[src/rtl/ifu_fetch_pkg.sv]
// Shared types and constants for the instruction fetch unit.
package ifu_fetch_pkg;

    typedef enum logic [2:0] {
        IFU_IDLE  = 3'd0,
        IFU_REQ   = 3'd1,
        IFU_WAIT  = 3'd2,
        IFU_VALID = 3'd3,
        IFU_FAULT = 3'd4
    } ifu_state_e;

    typedef enum logic [1:0] {
        IFU_FLT_NONE     = 2'b00,
        IFU_FLT_MISALIGN = 2'b01,
        IFU_FLT_TIMEOUT  = 2'b10,
        IFU_FLT_BUS      = 2'b11
    } ifu_flt_e;

    localparam logic [31:0] INST_NOP = 32'h0000_0013;

    function automatic logic pc_aligned(
        input logic [1:0] lsb
    );
        return lsb == 2'b00;
    endfunction

endpackage

[src/rtl/ifu_fetch_if.sv]
// Instruction-memory request/response channel.
interface ifu_fetch_if #(
    parameter int CPU_WIDTH = 32
);
    logic                 req_valid;
    logic                 req_ready;
    logic [CPU_WIDTH-1:0] req_addr;
    logic                 rsp_valid;
    logic                 rsp_ready;
    logic [31:0]          rsp_data;
    logic                 rsp_err;

    modport master (
        output req_valid,
        output req_addr,
        output rsp_ready,
        input  req_ready,
        input  rsp_valid,
        input  rsp_data,
        input  rsp_err
    );

    modport slave (
        input  req_valid,
        input  req_addr,
        input  rsp_ready,
        output req_ready,
        output rsp_valid,
        output rsp_data,
        output rsp_err
    );
endinterface

[src/rtl/ifu_perf_cnt.sv]
// Wrapping fetch and stall performance counters.
module ifu_perf_cnt (
    input  logic        clk,
    input  logic        rst,
    input  logic        fetch_inc,
    input  logic        stall_inc,
    output logic [31:0] fetch_cnt,
    output logic [31:0] stall_cnt
);

    always_ff @(posedge clk or posedge rst) begin
        if (rst) begin
            fetch_cnt <= 32'd0;
            stall_cnt <= 32'd0;
        end else begin
            if (fetch_inc)
                fetch_cnt <= fetch_cnt + 32'd1;
            if (stall_inc)
                stall_cnt <= stall_cnt + 32'd1;
        end
    end

endmodule

[src/rtl/ifu_fetch.sv]
// Instruction fetch unit: fetches curr_pc over imem and
// strobes inst_valid for one cycle per retired fetch.
module ifu_fetch
    import ifu_fetch_pkg::*;
#(
    parameter int CPU_WIDTH = 32,
    parameter int TIMEOUT   = 255
) (
    input  logic                 clk,
    input  logic                 rst,
    input  logic [CPU_WIDTH-1:0] curr_pc,
    output logic [31:0]          inst,
    output logic                 inst_valid,
    output logic                 fault,
    output logic [1:0]           fault_code,
    ifu_fetch_if.master          imem,
    output logic [31:0]          fetch_cnt,
    output logic [31:0]          stall_cnt
);

    localparam logic [7:0] WAIT_LAST = 8'(TIMEOUT - 1);

    ifu_state_e state;
    logic [7:0] wait_cnt;
    logic       aligned;

    assign aligned = pc_aligned(curr_pc[1:0]);

    // The core moves the PC on the VALID edge, so the request
    // must follow curr_pc combinationally while in REQ.
    assign imem.req_valid = (state == IFU_REQ) && aligned;
    assign imem.req_addr  = curr_pc;
    assign imem.rsp_ready = (state == IFU_WAIT);

    always_ff @(posedge clk or posedge rst) begin
        if (rst) begin
            state      <= IFU_IDLE;
            wait_cnt   <= 8'd0;
            inst       <= INST_NOP;
            inst_valid <= 1'b0;
            fault      <= 1'b0;
            fault_code <= IFU_FLT_NONE;
        end else begin
            inst_valid <= 1'b0;
            unique case (state)
                IFU_IDLE: state <= IFU_REQ;
                IFU_REQ: begin
                    if (!aligned) begin
                        state      <= IFU_FAULT;
                        fault      <= 1'b1;
                        fault_code <= IFU_FLT_MISALIGN;
                    end else if (imem.req_ready) begin
                        state    <= IFU_WAIT;
                        wait_cnt <= 8'd0;
                    end
                end
                IFU_WAIT: begin
                    if (imem.rsp_valid && imem.rsp_err) begin
                        state      <= IFU_FAULT;
                        fault      <= 1'b1;
                        fault_code <= IFU_FLT_BUS;
                    end else if (imem.rsp_valid) begin
                        inst       <= imem.rsp_data;
                        inst_valid <= 1'b1;
                        state      <= IFU_VALID;
                    end else if (wait_cnt == WAIT_LAST) begin
                        state      <= IFU_FAULT;
                        fault      <= 1'b1;
                        fault_code <= IFU_FLT_TIMEOUT;
                    end else begin
                        wait_cnt <= wait_cnt + 8'd1;
                    end
                end
                IFU_VALID: state <= IFU_REQ;
                IFU_FAULT: state <= IFU_FAULT;
                default:   state <= IFU_IDLE;
            endcase
        end
    end

    ifu_perf_cnt u_perf (
        .clk       (clk),
        .rst       (rst),
        .fetch_inc (state == IFU_VALID),
        .stall_inc ((state == IFU_REQ) ||
                    (state == IFU_WAIT)),
        .fetch_cnt (fetch_cnt),
        .stall_cnt (stall_cnt)
    );

endmodule

[src/flat_wrapper.sv]
// flat-port wrapper written by rule: the top's interface ports become plain ports
module ifu_fetch_flat import ifu_fetch_pkg::*;
#(
    parameter int CPU_WIDTH = 32,
    parameter int TIMEOUT   = 255
)
  (clk, rst, curr_pc, inst, inst_valid, fault, fault_code, fetch_cnt, stall_cnt, imem_req_valid, imem_req_addr, imem_rsp_ready, imem_req_ready, imem_rsp_valid, imem_rsp_data, imem_rsp_err);
  ifu_fetch_if #(.CPU_WIDTH(CPU_WIDTH)) imem_i ();
  input  logic clk;
  input  logic rst;
  input  logic [CPU_WIDTH-1:0] curr_pc;
  output logic [31:0] inst;
  output logic inst_valid;
  output logic fault;
  output logic [1:0] fault_code;
  output logic [31:0] fetch_cnt;
  output logic [31:0] stall_cnt;
  output wire logic [$bits(imem_i.req_valid)-1:0] imem_req_valid;
  output wire logic [$bits(imem_i.req_addr)-1:0] imem_req_addr;
  output wire logic [$bits(imem_i.rsp_ready)-1:0] imem_rsp_ready;
  input wire logic [$bits(imem_i.req_ready)-1:0] imem_req_ready;
  input wire logic [$bits(imem_i.rsp_valid)-1:0] imem_rsp_valid;
  input wire logic [$bits(imem_i.rsp_data)-1:0] imem_rsp_data;
  input wire logic [$bits(imem_i.rsp_err)-1:0] imem_rsp_err;
  assign imem_req_valid = imem_i.req_valid;
  assign imem_req_addr = imem_i.req_addr;
  assign imem_rsp_ready = imem_i.rsp_ready;
  assign imem_i.req_ready = imem_req_ready;
  assign imem_i.rsp_valid = imem_rsp_valid;
  assign imem_i.rsp_data = imem_rsp_data;
  assign imem_i.rsp_err = imem_rsp_err;
  ifu_fetch #(.CPU_WIDTH(CPU_WIDTH), .TIMEOUT(TIMEOUT)) u_core (.clk(clk), .rst(rst), .curr_pc(curr_pc), .inst(inst), .inst_valid(inst_valid), .fault(fault), .fault_code(fault_code), .imem(imem_i), .fetch_cnt(fetch_cnt), .stall_cnt(stall_cnt));
endmodule
[config.mk]
export PLATFORM = sky130hd
export DESIGN_NAME = ifu_fetch_flat
export DESIGN_NICKNAME = d
export VERILOG_FILES = /design/src/rtl/ifu_fetch_pkg.sv /design/src/rtl/ifu_fetch_if.sv /design/src/rtl/ifu_perf_cnt.sv /design/src/rtl/ifu_fetch.sv /design/src/flat_wrapper.sv
export SDC_FILE = /design/constraint.sdc
export NUM_CORES = 1
export LEC_CHECK = 0
export CAP_MARGIN = 20
export CORE_MARGIN = 1.5
export CORE_UTILIZATION = 42
export CTS_BUF_LIST = sky130_fd_sc_hd__clkbuf_2 sky130_fd_sc_hd__clkbuf_4 sky130_fd_sc_hd__clkbuf_8
export DETAILED_ROUTE_END_ITERATION = 7
export HOLD_SLACK_MARGIN = 0.03
export PLACE_DENSITY = 0.78
export SLEW_MARGIN = 10
export SYNTH_ARGS = -nofsm -noshare
export SYNTH_HDL_FRONTEND = slang
export SYNTH_SLANG_ARGS = --single-unit
export TNS_END_PERCENT = 10
[constraint.sdc]
create_clock -name clk -period 3.6 [get_ports clk]
set_input_delay 0.72 -clock clk [delete_from_list [all_inputs] [get_ports clk]]
set_output_delay 0.72 -clock clk [all_outputs]
set_load 0.005 [all_outputs]
==> out/results.env <==
STATUS='completed'
LAYOUT-AREA-OVERHEAD-VS-SYNTH_PCT=27.9
POST-SYNTH-TOP-COUNT-CELL='dfrtp_1'
CRITPATHARRIVALTIME_NS=2.39
SETUP_TNS_NS=0
FIN_NETS=637
DRT-WIRELENGTH-PER-CELL_UM=15.8
POST-ROUTE-DRC-COUNT=0
MAX-CLOCK-PATH-BUFFERS=2
RELSLEWSLACK=0.471
ANTENNA_CELLS_INSERTED=0
TIGHTEST_SLEW_NS=0.786
ANTENNA_FOUND_INITIAL=0
POSTSYNTH.ASYNCRESETSHARE=1.00
SYNTHDOMINANTAREACELLTYPE='dfrtp_1'
CP_DATA_REQUIRED_TIME_NS=2.88
CRIT_PATH_TOP_DELAY_CELL='clkdlybuf4s50_1'
IOS=203
FIRST_GLOBAL_VIAS=3667
MAX_CAP_VIOL_COUNT=0
POST_ROUTE_CLOCK_PERIOD_UTILIZATION=0.863
SYNTH_FF_TYPE='dfrtp_1'
GRT_OVERFLOW_TOTAL=0
H-TREE-DEPTH=3
POST_SYNTH_MAIN_AREA_CONTRIBUTORS='dfrtp_1 50%, mux2_4 8.0%, xnor2_1 6.5%'
DIE_H_UM=117
FP.DIEAREA_UM2=13600
CP-START-KIND='primary input'
GRT_USE_TOTAL=0.172
SYNTH.LIB_CELLS_USED.DISTINCT=57
TIMING.CRITICAL_PATH.FROM='curr_pc[1]'
POST_SYNTH_INSTANCE_AREA_UM2=5420
DETAIL_ROUTE.FIRST_PASS.ITERATIONS=4
PATH_MAX_FANOUT=6
CELL_DEPTH_OF_THE_WORST_FLOP_TO_FLOP_PATH=4
PLACE.GP.CONGESTION=0.825
YOSYS_WARNINGS=0
SEQ_AREA_FRAC_SYNTH=0.513
TRITONCTS='yes'
LAYOUT.CELLS.NON_FILLER=741
CORE_OUTLINE_AREA_UM2=12600
MAXCLOCKFREQUENCY_MHz=322
VIAS_PER_CELL=5.11
DIE_W_UM=117
PATH_CELLS='clkdlybuf4s50_1 -> nor3_1 -> nand2_1 -> inv_1 -> clkdlybuf4s50_1'
CLOCK_SKEW_NS=0.00586
FIRST_ITER_VIOLATIONS=184
TIMING_WORST_SETUP_PATH_TYPE='primary input to primary output'
SYNTH_COMMONEST_CELLS='108 x dfrtp_1, 40 x xnor2_1, 35 x nand2_1'
SYNTH_AREA_PER_CELL_UM2=12.0
YS_SEQ_ELEMENTS=111
DETAILED_PLACE_HPWL_UM=8490
POST-PLACE-CELLS=725
FILL_CELLS=1081
CP_ENDPOINT_KIND='primary output'
WORSTSKEWPAIRLATENCY_NS=0.38
BUFFER_PORTS.INSERTED=142
HOLD_DEPTH=1
GRT_MAX_DEGREE=66
MIN-DELAY-PATH-CLASS='register to register'
POST_CTS_RESIZED=0
PERIOD_NEEDED_NS=3.11
SYNTH.NET_COUNT=525
TIMING_MAX_TRANSITION_VIOLATIONS_FINAL=0
TOTAL_POWER_W=0.00319
CRITICAL_PATH.REG2REG.STARTPOINT='u_core.state[2]'
TIMING_HOLD_VIOLATIONS_FINAL=0
HP_START='u_core.fault'
SETUP_REPAIR_AFTER_GLOBAL_ROUTING_MISSED_ITS_MARGIN='false'
ANT_NETS=0
TIMING.CRITICAL_PATH.SLOWEST_CELL_DELAY_NS=0.51
POWER.LEAKAGE_nW=3.14
POWER_PER_CELL_AREA_nW_PER_UM2=460
FINALWIRELENGTH_UM=11700
PLACEMENT_ROWS=41
CTS_HOLD_BUFFERS=0
CTS-BUFFERS-INSERTED=9
IR_DROP_uV=277
SYNTH.TOP_CELL.AREA_SHARE=0.498
SYNTH_CELLS=452
FRACTION_OF_LAYOUT_INSTANCES_USING_A_DRIVE_STRENGTH_ABOVE_1=0.121
SYNTH-EDFF-COUNT=0
CTS.SINK_COUNT=111
CLKTRANSATPATHREGS_NS=0.09
DR_TOTAL_VIAS=3788
FIRST_PASS_GRT_WIRE_LENGTH_UM=18200
CTS_SETUP_BUFFERS=0
SETUP_VIOL=0
CLK_ROOT_BUFFER_CELL='clkbuf_8'
TIMING.CRITICAL_PATH.MODE_CELL='clkdlybuf4s50_1'
INITIAL_CORE_UTIL=0.430
-- cell usage in the layout (no fill, tap or decap), types with 2 or more instances in the layout --
cell type / synthesis / routed
a22o_1: 2 / 2
mux2_4: 29 / 29
and4_1: 5 / 5
and3b_1: 2 / 2
nand3_1: 28 / 28
and2_1: 5 / 5
clkbuf_4: 0 / 4
nand4_1: 18 / 18
nor4_1: 10 / 10
nand2b_1: 2 / 2
a31oi_1: 2 / 2
nor2_1: 11 / 11
nand4b_1: 2 / 2
xor2_1: 22 / 22
nor4_4: 3 / 3
o2bb2ai_1: 2 / 2
nor2b_1: 4 / 4
clkinvlp_4: 0 / 3
dfrtp_1: 108 / 108
ha_1: 4 / 4
inv_1: 11 / 10
clkdlybuf4s50_1: 0 / 142
o211ai_1: 3 / 3
mux2_2: 4 / 4
xnor2_1: 40 / 40
nor3b_1: 2 / 2
clkbuf_8: 0 / 9
dfstp_2: 3 / 3
and3_1: 7 / 7
o21ai_1: 3 / 3
nor4_2: 2 / 2
nand2_1: 35 / 35
nor3_1: 14 / 14
a41oi_1: 2 / 2
o21ai_0: 2 / 2
-- logic make-up after synthesis --
kind of cell / after synthesis / share of synthesized area
AOI/OAI and AO/OA: 25 / 0.0362
xor gates and xnor gates: 63 / 0.103
adders and majority gates: 4 / 0.00923
buffers and inverters: 55 / 0.0697
DFF: 111 / 0.513
muxes: 34 / 0.0904
and+or+nand+nor: 160 / 0.178
-- flip-flops by register name, indices dropped and copies added (netlist names) --
signal,count
u_core.fault_code,2
u_core.inst,32
u_core.u_perf.stall_cnt,32
u_core.inst_valid,1
u_core.u_perf.fetch_cnt,32
u_core.fault,1
u_core.state,3
u_core.wait_cnt,8
-- per-stage QoR --
step                      hold slack [ns]  instance area (um2)  setup WS (ns)   util
after floorplan                     0.459                 5430           1.54      -
after global placement              0.460                 6760          0.561  0.536
after detailed placement            0.460                 6760          0.495  0.536
after CTS                           0.480                 6940          0.481  0.550
after global routing                0.493                 6940          0.384  0.550
final                               0.473                 6940          0.494  0.550
-- path summary, 6_finish.rpt --
check	to	slack, ns
max	imem_req_valid	0.49
min	u_core.fault	0.47
max reg2reg	u_core.inst[27]	1.40
min reg2reg	u_core.fault	0.47
max in group asynchronous	u_core.wait_cnt[2]	2.23
min in group asynchronous	u_core.u_perf.fetch_cnt[20]	0.62
-- final cells by class --
| type | count | area, um2 | share of cell area |
|---|---|---|---|
| clock inverters | 3 | 20.0 | 0.00289 |
| inverters | 12 | 53.8 | 0.00776 |
| well taps | 172 | 215 | 0.0310 |
| multi-input cells | 286 | 2260 | 0.326 |
| clock buffers | 13 | 154 | 0.0222 |
| flip-flops and latches | 111 | 2780 | 0.401 |
| repair buffers | 144 | 1450 | 0.209 |
-- worst max-delay path: cells and delay by family --
family | cells | cell delay (ns)
buf+inv | 3 | 1.07
simple gates | 2 | 0.59
-- routing by layer --
metal	up-vias	share of wire	GRT usage
li1	1777	-	-
met5	-	0	0
met3	30	0.078	0.0560
met4	0	0.019	0.0635
met1	1845	0.44	0.220
met2	136	0.47	0.275
-- power by group --
group          total (W)  switching, W  internal (W)
Sequential       0.00164      0.000194       0.00145
Clock           0.000686      0.000404      0.000282
Combinational   0.000860      0.000282      0.000578
Total            0.00319      0.000880       0.00231
No activity file was read; power rests on OpenSTA's default activity.
